==> src/rtl/stage_writeback_pkg.sv <==
// -----------------------------------------------------------------------------
// stage_writeback_pkg
//   Shared definitions for the write-back stage.
//   - Default datapath and register-index widths.
//   - Bit positions of the MEM->WB control bundle (valid, wr, mem_to_reg).
// -----------------------------------------------------------------------------
package stage_writeback_pkg;

   localparam int DEF_DBITS               = 32;
   localparam int DEF_REG_INDEX_BIT_WIDTH = 4;
   localparam int DEF_RETIRE_CNT_BITS     = 32;

   // Control bundle carried from the memory stage into the MEM/WB register.
   localparam int CTL_WR_BIT         = 0;
   localparam int CTL_MEM_TO_REG_BIT = 1;
   localparam int CTL_VALID_BIT      = 2;
   localparam int CTL_BITS           = 3;

   typedef logic [CTL_BITS-1:0] mem_wb_ctl_t;

endpackage

==> src/rtl/stage_writeback_if.sv <==
// -----------------------------------------------------------------------------
// stage_writeback_if
//   Bundle between the memory stage / control (master) and the write-back
//   stage (slave).
//   master -> slave : in_valid, in_alu_out, in_mem_data, in_dst_reg,
//                     in_wr_reg, in_mem_to_reg, flush, hold, cnt_clear
//   slave -> master : wb_en, wb_idx, wb_data (register-file write port),
//                     fwd_valid, fwd_idx, fwd_data (WB->EX forwarding),
//                     retire_pulse, retire_count
// -----------------------------------------------------------------------------
interface stage_writeback_if #(
   parameter int DBITS               = stage_writeback_pkg::DEF_DBITS,
   parameter int REG_INDEX_BIT_WIDTH = stage_writeback_pkg::DEF_REG_INDEX_BIT_WIDTH,
   parameter int RETIRE_CNT_BITS     = stage_writeback_pkg::DEF_RETIRE_CNT_BITS
);

   logic                           in_valid;
   logic [DBITS-1:0]               in_alu_out;
   logic [DBITS-1:0]               in_mem_data;
   logic [REG_INDEX_BIT_WIDTH-1:0] in_dst_reg;
   logic                           in_wr_reg;
   logic                           in_mem_to_reg;
   logic                           flush;
   logic                           hold;
   logic                           cnt_clear;

   logic                           wb_en;
   logic [REG_INDEX_BIT_WIDTH-1:0] wb_idx;
   logic [DBITS-1:0]               wb_data;
   logic                           fwd_valid;
   logic [REG_INDEX_BIT_WIDTH-1:0] fwd_idx;
   logic [DBITS-1:0]               fwd_data;
   logic                           retire_pulse;
   logic [RETIRE_CNT_BITS-1:0]     retire_count;

   modport master (
      output in_valid, in_alu_out, in_mem_data, in_dst_reg, in_wr_reg,
             in_mem_to_reg, flush, hold, cnt_clear,
      input  wb_en, wb_idx, wb_data, fwd_valid, fwd_idx, fwd_data,
             retire_pulse, retire_count
   );

   modport slave (
      input  in_valid, in_alu_out, in_mem_data, in_dst_reg, in_wr_reg,
             in_mem_to_reg, flush, hold, cnt_clear,
      output wb_en, wb_idx, wb_data, fwd_valid, fwd_idx, fwd_data,
             retire_pulse, retire_count
   );

endinterface

==> src/rtl/stage_writeback_retire_counter.sv <==
// -----------------------------------------------------------------------------
// retire_counter
//   Free-running retired-instruction counter.
//   clk   : clock, rising edge
//   reset : asynchronous active-low reset (count -> 0)
//   clear : synchronous clear, wins over inc
//   inc   : add one this edge (wraps from all-ones to 0)
//   count : current count
// -----------------------------------------------------------------------------
module retire_counter #(
   parameter int WIDTH = 32
) (
   input  logic             clk,
   input  logic             reset,
   input  logic             clear,
   input  logic             inc,
   output logic [WIDTH-1:0] count
);

   localparam logic [WIDTH-1:0] ONE = {{(WIDTH-1){1'b0}}, 1'b1};

   logic [WIDTH-1:0] count_q;
   logic [WIDTH-1:0] count_d;

   always_comb begin
      count_d = count_q;
      if (clear) begin
         count_d = '0;
      end else if (inc) begin
         count_d = count_q + ONE;
      end
   end

   always_ff @(posedge clk or negedge reset) begin
      if (!reset) begin
         count_q <= '0;
      end else begin
         count_q <= count_d;
      end
   end

   assign count = count_q;

endmodule

==> src/rtl/stage_writeback.sv <==
// -----------------------------------------------------------------------------
// stage_writeback
//   Final pipeline stage. Captures the memory stage's result into the MEM/WB
//   register, drives the register-file write port and the WB->EX forwarding
//   bus from that register, and counts retired instructions.
//   clk   : clock, rising edge
//   reset : asynchronous active-low reset
//   bus   : stage_writeback_if.slave (inputs from memory stage, hold/flush/
//           cnt_clear controls, write-back / forwarding / retire outputs)
//   Outputs depend only on the stage register and hold, never on in_*.
// -----------------------------------------------------------------------------
module stage_writeback #(
   parameter int DBITS               = stage_writeback_pkg::DEF_DBITS,
   parameter int REG_INDEX_BIT_WIDTH = stage_writeback_pkg::DEF_REG_INDEX_BIT_WIDTH,
   parameter int RETIRE_CNT_BITS     = stage_writeback_pkg::DEF_RETIRE_CNT_BITS,
   parameter int ZERO_REG_HARDWIRED  = 0
) (
   input  logic             clk,
   input  logic             reset,
   stage_writeback_if.slave bus
);

   import stage_writeback_pkg::*;

   mem_wb_ctl_t in_ctl;

   logic                           valid_q,     valid_d;
   logic                           committed_q, committed_d;
   logic                           wr_q,        wr_d;
   logic [REG_INDEX_BIT_WIDTH-1:0] dst_q,       dst_d;
   logic [DBITS-1:0]               data_q,      data_d;

   logic commit;
   logic r0_target;

   // Pack the incoming control bits into the MEM->WB bundle layout.
   always_comb begin
      in_ctl                     = '0;
      in_ctl[CTL_VALID_BIT]      = bus.in_valid;
      in_ctl[CTL_WR_BIT]         = bus.in_wr_reg;
      in_ctl[CTL_MEM_TO_REG_BIT] = bus.in_mem_to_reg;
   end

   // An entry commits in the first cycle it is live and not frozen. The
   // committed bit stops a held entry from firing a second time; any edge
   // that is not held re-captures the register and clears it again.
   assign commit = valid_q & ~committed_q & ~bus.hold;

   always_comb begin
      valid_d     = valid_q;
      committed_d = committed_q | commit;
      wr_d        = wr_q;
      dst_d       = dst_q;
      data_d      = data_q;
      if (bus.hold) begin
         // Freeze everything, even if flush is also asserted.
         committed_d = committed_q;
      end else if (bus.flush) begin
         valid_d     = 1'b0;
         committed_d = 1'b0;
      end else begin
         valid_d     = in_ctl[CTL_VALID_BIT];
         committed_d = 1'b0;
         wr_d        = in_ctl[CTL_WR_BIT];
         dst_d       = bus.in_dst_reg;
         // Write-back value is selected at capture so the output path is a
         // plain register read.
         data_d      = in_ctl[CTL_MEM_TO_REG_BIT] ? bus.in_mem_data : bus.in_alu_out;
      end
   end

   always_ff @(posedge clk or negedge reset) begin
      if (!reset) begin
         valid_q     <= 1'b0;
         committed_q <= 1'b0;
         wr_q        <= 1'b0;
         dst_q       <= '0;
         data_q      <= '0;
      end else begin
         valid_q     <= valid_d;
         committed_q <= committed_d;
         wr_q        <= wr_d;
         dst_q       <= dst_d;
         data_q      <= data_d;
      end
   end

   // Register 0 as a hardwired zero: the write is dropped, the instruction
   // still retires.
   generate
      if (ZERO_REG_HARDWIRED != 0) begin : g_r0_hardwired
         assign r0_target = (dst_q == '0);
      end else begin : g_r0_writable
         assign r0_target = 1'b0;
      end
   endgenerate

   assign bus.wb_en        = commit & wr_q & ~r0_target;
   assign bus.wb_idx       = dst_q;
   assign bus.wb_data      = data_q;
   assign bus.fwd_valid    = bus.wb_en;
   assign bus.fwd_idx      = dst_q;
   assign bus.fwd_data     = data_q;
   assign bus.retire_pulse = commit;

   retire_counter #(
      .WIDTH (RETIRE_CNT_BITS)
   ) u_retire_counter (
      .clk   (clk),
      .reset (reset),
      .clear (bus.cnt_clear),
      .inc   (commit),
      .count (bus.retire_count)
   );

endmodule

==> src/flat_wrapper.sv <==
// flat-port wrapper written by rule: the top's interface ports become plain ports
module stage_writeback_flat import stage_writeback_pkg::*;
#(
   parameter int DBITS               = stage_writeback_pkg::DEF_DBITS,
   parameter int REG_INDEX_BIT_WIDTH = stage_writeback_pkg::DEF_REG_INDEX_BIT_WIDTH,
   parameter int RETIRE_CNT_BITS     = stage_writeback_pkg::DEF_RETIRE_CNT_BITS,
   parameter int ZERO_REG_HARDWIRED  = 0
)
  (clk, reset, bus_in_valid, bus_in_alu_out, bus_in_mem_data, bus_in_dst_reg, bus_in_wr_reg, bus_in_mem_to_reg, bus_flush, bus_hold, bus_cnt_clear, bus_wb_en, bus_wb_idx, bus_wb_data, bus_fwd_valid, bus_fwd_idx, bus_fwd_data, bus_retire_pulse, bus_retire_count);
  stage_writeback_if #(.DBITS(DBITS), .REG_INDEX_BIT_WIDTH(REG_INDEX_BIT_WIDTH), .RETIRE_CNT_BITS(RETIRE_CNT_BITS)) bus_i ();
  input  logic clk;
  input  logic reset;
  input wire logic [$bits(bus_i.in_valid)-1:0] bus_in_valid;
  input wire logic [$bits(bus_i.in_alu_out)-1:0] bus_in_alu_out;
  input wire logic [$bits(bus_i.in_mem_data)-1:0] bus_in_mem_data;
  input wire logic [$bits(bus_i.in_dst_reg)-1:0] bus_in_dst_reg;
  input wire logic [$bits(bus_i.in_wr_reg)-1:0] bus_in_wr_reg;
  input wire logic [$bits(bus_i.in_mem_to_reg)-1:0] bus_in_mem_to_reg;
  input wire logic [$bits(bus_i.flush)-1:0] bus_flush;
  input wire logic [$bits(bus_i.hold)-1:0] bus_hold;
  input wire logic [$bits(bus_i.cnt_clear)-1:0] bus_cnt_clear;
  output wire logic [$bits(bus_i.wb_en)-1:0] bus_wb_en;
  output wire logic [$bits(bus_i.wb_idx)-1:0] bus_wb_idx;
  output wire logic [$bits(bus_i.wb_data)-1:0] bus_wb_data;
  output wire logic [$bits(bus_i.fwd_valid)-1:0] bus_fwd_valid;
  output wire logic [$bits(bus_i.fwd_idx)-1:0] bus_fwd_idx;
  output wire logic [$bits(bus_i.fwd_data)-1:0] bus_fwd_data;
  output wire logic [$bits(bus_i.retire_pulse)-1:0] bus_retire_pulse;
  output wire logic [$bits(bus_i.retire_count)-1:0] bus_retire_count;
  assign bus_i.in_valid = bus_in_valid;
  assign bus_i.in_alu_out = bus_in_alu_out;
  assign bus_i.in_mem_data = bus_in_mem_data;
  assign bus_i.in_dst_reg = bus_in_dst_reg;
  assign bus_i.in_wr_reg = bus_in_wr_reg;
  assign bus_i.in_mem_to_reg = bus_in_mem_to_reg;
  assign bus_i.flush = bus_flush;
  assign bus_i.hold = bus_hold;
  assign bus_i.cnt_clear = bus_cnt_clear;
  assign bus_wb_en = bus_i.wb_en;
  assign bus_wb_idx = bus_i.wb_idx;
  assign bus_wb_data = bus_i.wb_data;
  assign bus_fwd_valid = bus_i.fwd_valid;
  assign bus_fwd_idx = bus_i.fwd_idx;
  assign bus_fwd_data = bus_i.fwd_data;
  assign bus_retire_pulse = bus_i.retire_pulse;
  assign bus_retire_count = bus_i.retire_count;
  stage_writeback #(.DBITS(DBITS), .REG_INDEX_BIT_WIDTH(REG_INDEX_BIT_WIDTH), .RETIRE_CNT_BITS(RETIRE_CNT_BITS), .ZERO_REG_HARDWIRED(ZERO_REG_HARDWIRED)) u_core (.clk(clk), .reset(reset), .bus(bus_i));
endmodule
==> config.mk <==
export PLATFORM = sky130hd
export DESIGN_NAME = stage_writeback_flat
export DESIGN_NICKNAME = d
export VERILOG_FILES = /design/src/rtl/stage_writeback_pkg.sv /design/src/rtl/stage_writeback_if.sv /design/src/rtl/stage_writeback_retire_counter.sv /design/src/rtl/stage_writeback.sv /design/src/flat_wrapper.sv
export SDC_FILE = /design/constraint.sdc
export NUM_CORES = 1
export LEC_CHECK = 0
export ABC_AREA = 0
export CORE_AREA = 2 2 80 82
export DETAILED_ROUTE_END_ITERATION = 10
export DIE_AREA = 0 0 82 84
export DONT_BUFFER_PORTS = 1
export PLACE_DENSITY = 0.77
export REMOVE_ABC_BUFFERS = 1
export SLEW_MARGIN = 20
export SYNTH_ARGS = -nofsm -noshare
export SYNTH_HDL_FRONTEND = slang
export SYNTH_SLANG_ARGS = --single-unit
export TNS_END_PERCENT = 1
==> constraint.sdc <==
create_clock -name clk -period 2.65 [get_ports clk]
set_input_delay 0.3975 -clock clk [delete_from_list [all_inputs] [get_ports clk]]
set_output_delay 0.3975 -clock clk [all_outputs]
set_load 0.05 [all_outputs]
==> results of run 1 <==
## per-layer routing
metal	vias to the layer above	wire, um	global-route usage	part of all wire
met4	0	148	0.1015	0.017
met3	17	803	0.09632	0.094
met2	136	4454	0.4339	0.52
met1	1237	3135	0.2786	0.37
met5	-	0	0	0
li1	1254	-	-	-
## kinds of logic (layout without fill, tap and decap cells)
| group | Yosys count | in the layout | share of synthesized area |
|---|---|---|---|
| buffers and inverters | 63 | 47 | 0.1055 |
| XOR/XNOR | 10 | 10 | 0.02398 |
| flip-flops | 70 | 70 | 0.4796 |
| AO/OA/AOI/OAI | 76 | 76 | 0.1151 |
| adder cells (fa/ha/maj) | 1 | 1 | 0.003425 |
| AND/OR/NAND/NOR | 114 | 114 | 0.1665 |
| multiplexers | 38 | 38 | 0.1059 |
## where the power goes
group | internal (uW) | total [uW] | switching (uW)
Combinational | 72.8 | 161 | 88.3
Sequential | 1140 | 1790 | 655
Clock | 357 | 743 | 386
## cell type report
class | instances | area share
flip-flops and latches | 70 | 0.4617
repair buffers | 30 | 0.06860
clock buffers | 11 | 0.03727
inverters | 1 | 0.0009894
well taps | 77 | 0.02540
multi-input cells | 239 | 0.3994
clock inverters | 5 | 0.006596
## final timing paths
kind	start	to	slack [ns]
max	u_core.u_retire_counter.count[13]	u_core.u_retire_counter.count[27]	0.55
max reg2reg	u_core.u_retire_counter.count[13]	u_core.u_retire_counter.count[27]	0.55
min	bus_cnt_clear	u_core.u_retire_counter.count[9]	0.12
min in group asynchronous	reset	u_core.u_retire_counter.count[6]	0.61
min reg2reg	u_core.wr_q	u_core.wr_q	0.50
max in group asynchronous	reset	u_core.u_retire_counter.count[5]	1.71
## state kept, by name, summed over array words and instances, names as in the netlist
| name | flops |
|---|---|
| u_core.valid_q | 1 |
| u_core.u_retire_counter.count | 32 |
| u_core.wr_q | 1 |
| u_core.bus.fwd_data | 32 |
| u_core.bus.fwd_idx | 4 |
## critical path, stage by stage, from the launching register on
cell and delay (ns):
dfrtp_1 0.35, nand4_1 0.15, or4_1 0.79, or4_1 0.55
a21oi_1 0.17
## Yosys cell counts, types with 2 or more instances
cell and count:
dfrtp_1 70, or3_1 7, or4_1 16, o21ai_0 39, mux2i_1 33, nand2_1 42
buf_2 2, nand3_1 13, mux2_2 5, nor4_1 2, nand4_1 11, buf_4 37
xnor2_1 4, a21oi_1 21, and4_1 4, o31ai_1 15, clkbuf_1 22, nor2_1 11
xor2_1 6
## metrics by stage
stage          worst slack (ns)  total power (uW)
2_1_floorplan           0.09259              1891
3_3_place_gp             0.6500              1940
3_5_place_dp             0.5846              1952
4_1_cts                  0.5691              2713
5_1_grt                  0.4291              2795
6_report                 0.5545              2695
## timing repair
action | in CTS | in global routing
hold endpoints to repair | 70 | 0
hold buffers | 2 | 0
endpoints found under the setup margin | 0 | 0
buffers inserted | 0 | 0
==> flow_summary.json, run 1 <==
{
  "rr_worst_depth": 4,
  "final_common_cell": "dfrtp_1",
  "die_height_um": 84,
  "clockBufferDepth": 2,
  "clk_latency_ns": 0.33,
  "drtPass1Iterations": 4,
  "ys.warnings.count": 0,
  "avgSynthCellArea_um2": 9.818,
  "cts_tree": "built",
  "cts-resized-gates": 0,
  "status": "completed",
  "relSlewSlack": 0.3228,
  "die-area_mm2": 0.006888,
  "syn_inst": 372,
  "grt_max_degree": 71,
  "grt_use_total": 0.2542,
  "grt_pass1_wl_um": 13340,
  "dp.cells": 415,
  "hold_viol_final": 0,
  "numCtsBuffers": 9,
  "path_clk_slew_ns": 0.07,
  "fin_crit_sh": 0.7908,
  "routabilityCongestion": 0.8092,
  "cts.sinks": 70,
  "ys_seq_area_frac": 0.4796,
  "crit_type": "reg -> reg",
  "maxSlewViolCount": 0,
  "stdcell_count": 433,
  "syn_area_mm2": 0.003652,
  "setup_tns_ns": 0,
  "die_w_um": 82,
  "worstMarginPinSlew_ns": 1.016,
  "ys_ff_latch": 70,
  "antenna_left": 0,
  "rsz0062_at_grt": "no",
  "route.detailed.drc": 0,
  "io_buffer_count": 0,
  "core_mm2": 0.006096,
  "yosys.area.top_type": "dfrtp_1",
  "cp.arrival_ns": 2.35,
  "final_area_mm2": 0.003794,
  "drv_cap": 0,
  "rows": 29,
  "nets": 428,
  "holdPathStages": 1,
  "placed_area_mm2": 0.003590,
  "hpwl_um": 6169,
  "timing.hold.ws_ns": 0.1173,
  "drive_above_1_share": 0.1433,
  "antenna_found_initial": 0,
  "p_leak_uw": 0.001666,
  "end_kind": "flop",
  "layout_common_cells": "dfrtp_1 (70), nand2_1 (42), o21ai_0 (39)",
  "cp_max_fo": 16,
  "grt.overflow.total": 0,
  "antenna_cells": 0,
  "powerDensity_mw_per_mm2": 710.3,
  "irDropWorstVdd_mv": 0.5346,
  "start_kind": "flop",
  "routed_via_density": 6.106,
  "period_needed_ns": 2.095,
  "min_path_type": "in -> reg",
  "ys.flop_type": "dfrtp_1",
  "finalClockSkew_ns": 0.007946,
  "wl_per_cell_um": 19.73,
  "synth_top_area_share": 0.4796,
  "num_vias": 2644,
  "post-route-util": 0.6223,
  "multiInputGateArea_mm2": 0.001515,
  "synth_cell_types": 31,
  "required_ns": 2.91,
  "finalSetupViolCount": 0,
  "drt-total-wl_um": 8542,
  "synth_enable_flop_cells": 0,
  "drt_iter0_drc": 149,
  "htree_levels": 3,
  "nFillCells": 508,
  "netlist_top_cells_area": "dfrtp_1 (48%), mux2i_1 (9.0%), buf_4 (7.6%), o21ai_0 (5.3%), nand2_1 (4.3%)",
  "async_flop_share": 1.000,
  "io_pins": 183,
  "start_util": 0.5991,
  "seqCellArea_mm2": 0.001752,
  "achievable-frequency_mhz": 477.2,
  "area_delta_synth_final_pct": 3.871,
  "cts-root-buf": "clkbuf_8",
  "grt_pass1_vias": 2710
}
Note: power is estimated with default switching activity, not from simulation.
==> run 2: changes to the inputs <==
- CORE_AREA: 2 2 80 82 -> 2 2 84 86
- DIE_AREA: 0 0 82 84 -> 0 0 86 88
- PLACE_DENSITY: 0.77 -> 0.73
- clock period: 2.65 -> 1.9 ns (I/O delays scaled with it)
==> flow_summary.json, run 2 (synthesis results as in run 1) <==
{
  "core_mm2": 0.006644,
  "nets": 487,
  "drv_cap": 0,
  "p_leak_uw": 0.001990,
  "p_int_uw": 2711,
  "clockBufferDepth": 2,
  "relSlewSlack": 0.6240,
  "finalSetupViolCount": 0,
  "seqPwrFrac": 0.382,
  "die-area_mm2": 0.007568,
  "fin_crit_sh": 0.9896,
  "hpwl_um": 6802,
  "cts_tree": "built",
  "power.switching_uw": 1619,
  "grt_max_degree": 71,
  "achievable-frequency_mhz": 531.9,
  "placed_area_mm2": 0.004004,
  "antenna_cells": 0,
  "layout_setup_ws_ns": 0.01977,
  "antenna_found_initial": 0,
  "route.detailed.drc": 0,
  "powerDensity_mw_per_mm2": 996.0,
  "p_sw_frac": 0.3739,
  "hold_viol_final": 78,
  "clk_latency_ns": 0.35,
  "area_delta_synth_final_pct": 19.01,
  "crit_type": "reg -> reg",
  "wl_per_cell_um": 19.44,
  "violations": "negative hold slack",
  "die_height_um": 88,
  "die_w_um": 86,
  "end_kind": "flop",
  "numCtsBuffers": 9,
  "cp_max_fo": 16,
  "detailedPlace.worstSlack_ns": -0.06089,
  "drive_above_1_share": 0.2771,
  "finalClockSkew_ns": 0.006330,
  "routabilityCongestion": 0.8311,
  "grt_pass1_vias": 2866,
  "period_needed_ns": 1.880,
  "irDropWorstVdd_mv": 0.6777,
  "setup_tns_ns": 0,
  "antenna_left": 0,
  "htree_levels": 3,
  "grt_pass1_wl_um": 14390,
  "min_path_type": "in -> async",
  "rows": 30,
  "maxSlewViolCount": 0,
  "required_ns": 2.18,
  "cts_hold_buf": 5,
  "timing.hold.ws_ns": -0.3764,
  "drt_iter0_drc": 157,
  "grt.overflow.total": 0,
  "cts.sinks": 70,
  "start_kind": "flop",
  "drtPass1Iterations": 6,
  "cts-root-buf": "clkbuf_8",
  "start_util": 0.5497,
  "final_common_cell": "buf_4",
  "path_clk_slew_ns": 0.08,
  "worstMarginPinSlew_ns": 0.5640,
  "num_vias": 2932,
  "io_buffer_count": 0,
  "power_frac_clock": 0.333,
  "cp.arrival_ns": 2.16,
  "combPwrFrac": 0.285,
  "status": "finished, violations left",
  "io_pins": 183,
  "routed_via_density": 5.923,
  "grt_use_total": 0.2476,
  "final_area_mm2": 0.004347,
  "post-route-util": 0.6542,
  "drt-total-wl_um": 9624,
  "layout_common_cells": "buf_4 (81), dfrtp_1 (69), nand2_1 (42)"
}
==> run 2: changes by cell type in the layout (fill, tap and decap cells not counted), sizes merged <==
cell / change
buf: +55
bufinv: +3
dlygate4sd3: +4
clkinv: -4
clkbuf: -1
clkinvlp: +2
==> run 2: path summary, 6_finish.rpt <==
check                                                  startpoint                                end  slack (ns)  depth (start not counted)
worst max-delay path            u_core.u_retire_counter.count[11]  u_core.u_retire_counter.count[28]        0.02                          4
worst min-delay path                                        reset            u_core.bus.fwd_data[29]       -0.38                          0
worst max register to register  u_core.u_retire_counter.count[11]  u_core.u_retire_counter.count[28]        0.02                          4
worst min register to register            u_core.bus.fwd_data[10]            u_core.bus.fwd_data[10]        0.49                          2
max in group asynchronous                                   reset            u_core.bus.fwd_data[23]        2.17                          0
min in group clk                                    bus_cnt_clear  u_core.u_retire_counter.count[27]       -0.01                          1
==> run 2: metrics by stage <==
step	power [uW]	cells	hold WS, ns
6_report	4329	495	-0.3764
5_1_grt	4463	495	-0.3983
4_1_cts	4360	495	-0.3891
3_5_place_dp	2921	471	-0.008598
3_3_place_gp	2895	471	-0.008938
2_1_floorplan	2637	310	-0.01059
==> run 2: layer usage <==
| metal | part of all wire | wire (um) | track usage |
|---|---|---|---|
| met1 | 0.36 | 3466 | 0.2650 |
| met2 | 0.54 | 5152 | 0.4461 |
| met3 | 0.094 | 907 | 0.1008 |
| met4 | 0.010 | 97 | 0.07937 |
| met5 | 0 | 0 | 0 |
==> run 2: area by class of cell <==
cell class	count	area [um2]
Sequential cell	70	1753
Multi-Input combinational cell	239	1543
Clock inverter	6	110.1
Clock buffer	10	127.6
Inverter	1	3.754
Fill cell	530	2297
Tap cell	80	100.1
Timing Repair Buffer	89	709.4
==> run 2: what timing repair did <==
item / in CTS / in global routing
setup endpoints to repair: 8 / 11
setup buffers: 3 / 1
endpoints found under the hold margin: 96 / 91
gates cloned: 0 / 0
pin swaps: 4 / 6
gates resized for setup: 5 / 7
==> run 2: power by group through the flow <==
stage / Sequential, uW / Combinational, uW / Clock [uW]
after global routing: 1660 / 1280 / 1520
final: 1660 / 1230 / 1440
after CTS: 1650 / 1240 / 1460
after global placement: 1680 / 1220 / 0
after floorplan: 2490 / 150 / 0
after detailed placement: 1680 / 1240 / 0
==> run 2: critical path, cell delays in order, from the launching register on <==
cell and delay, ns:
dfrtp_1 0.37, nand4_1 0.16, or4_4 0.62, or4_1 0.51
a21oi_1 0.15
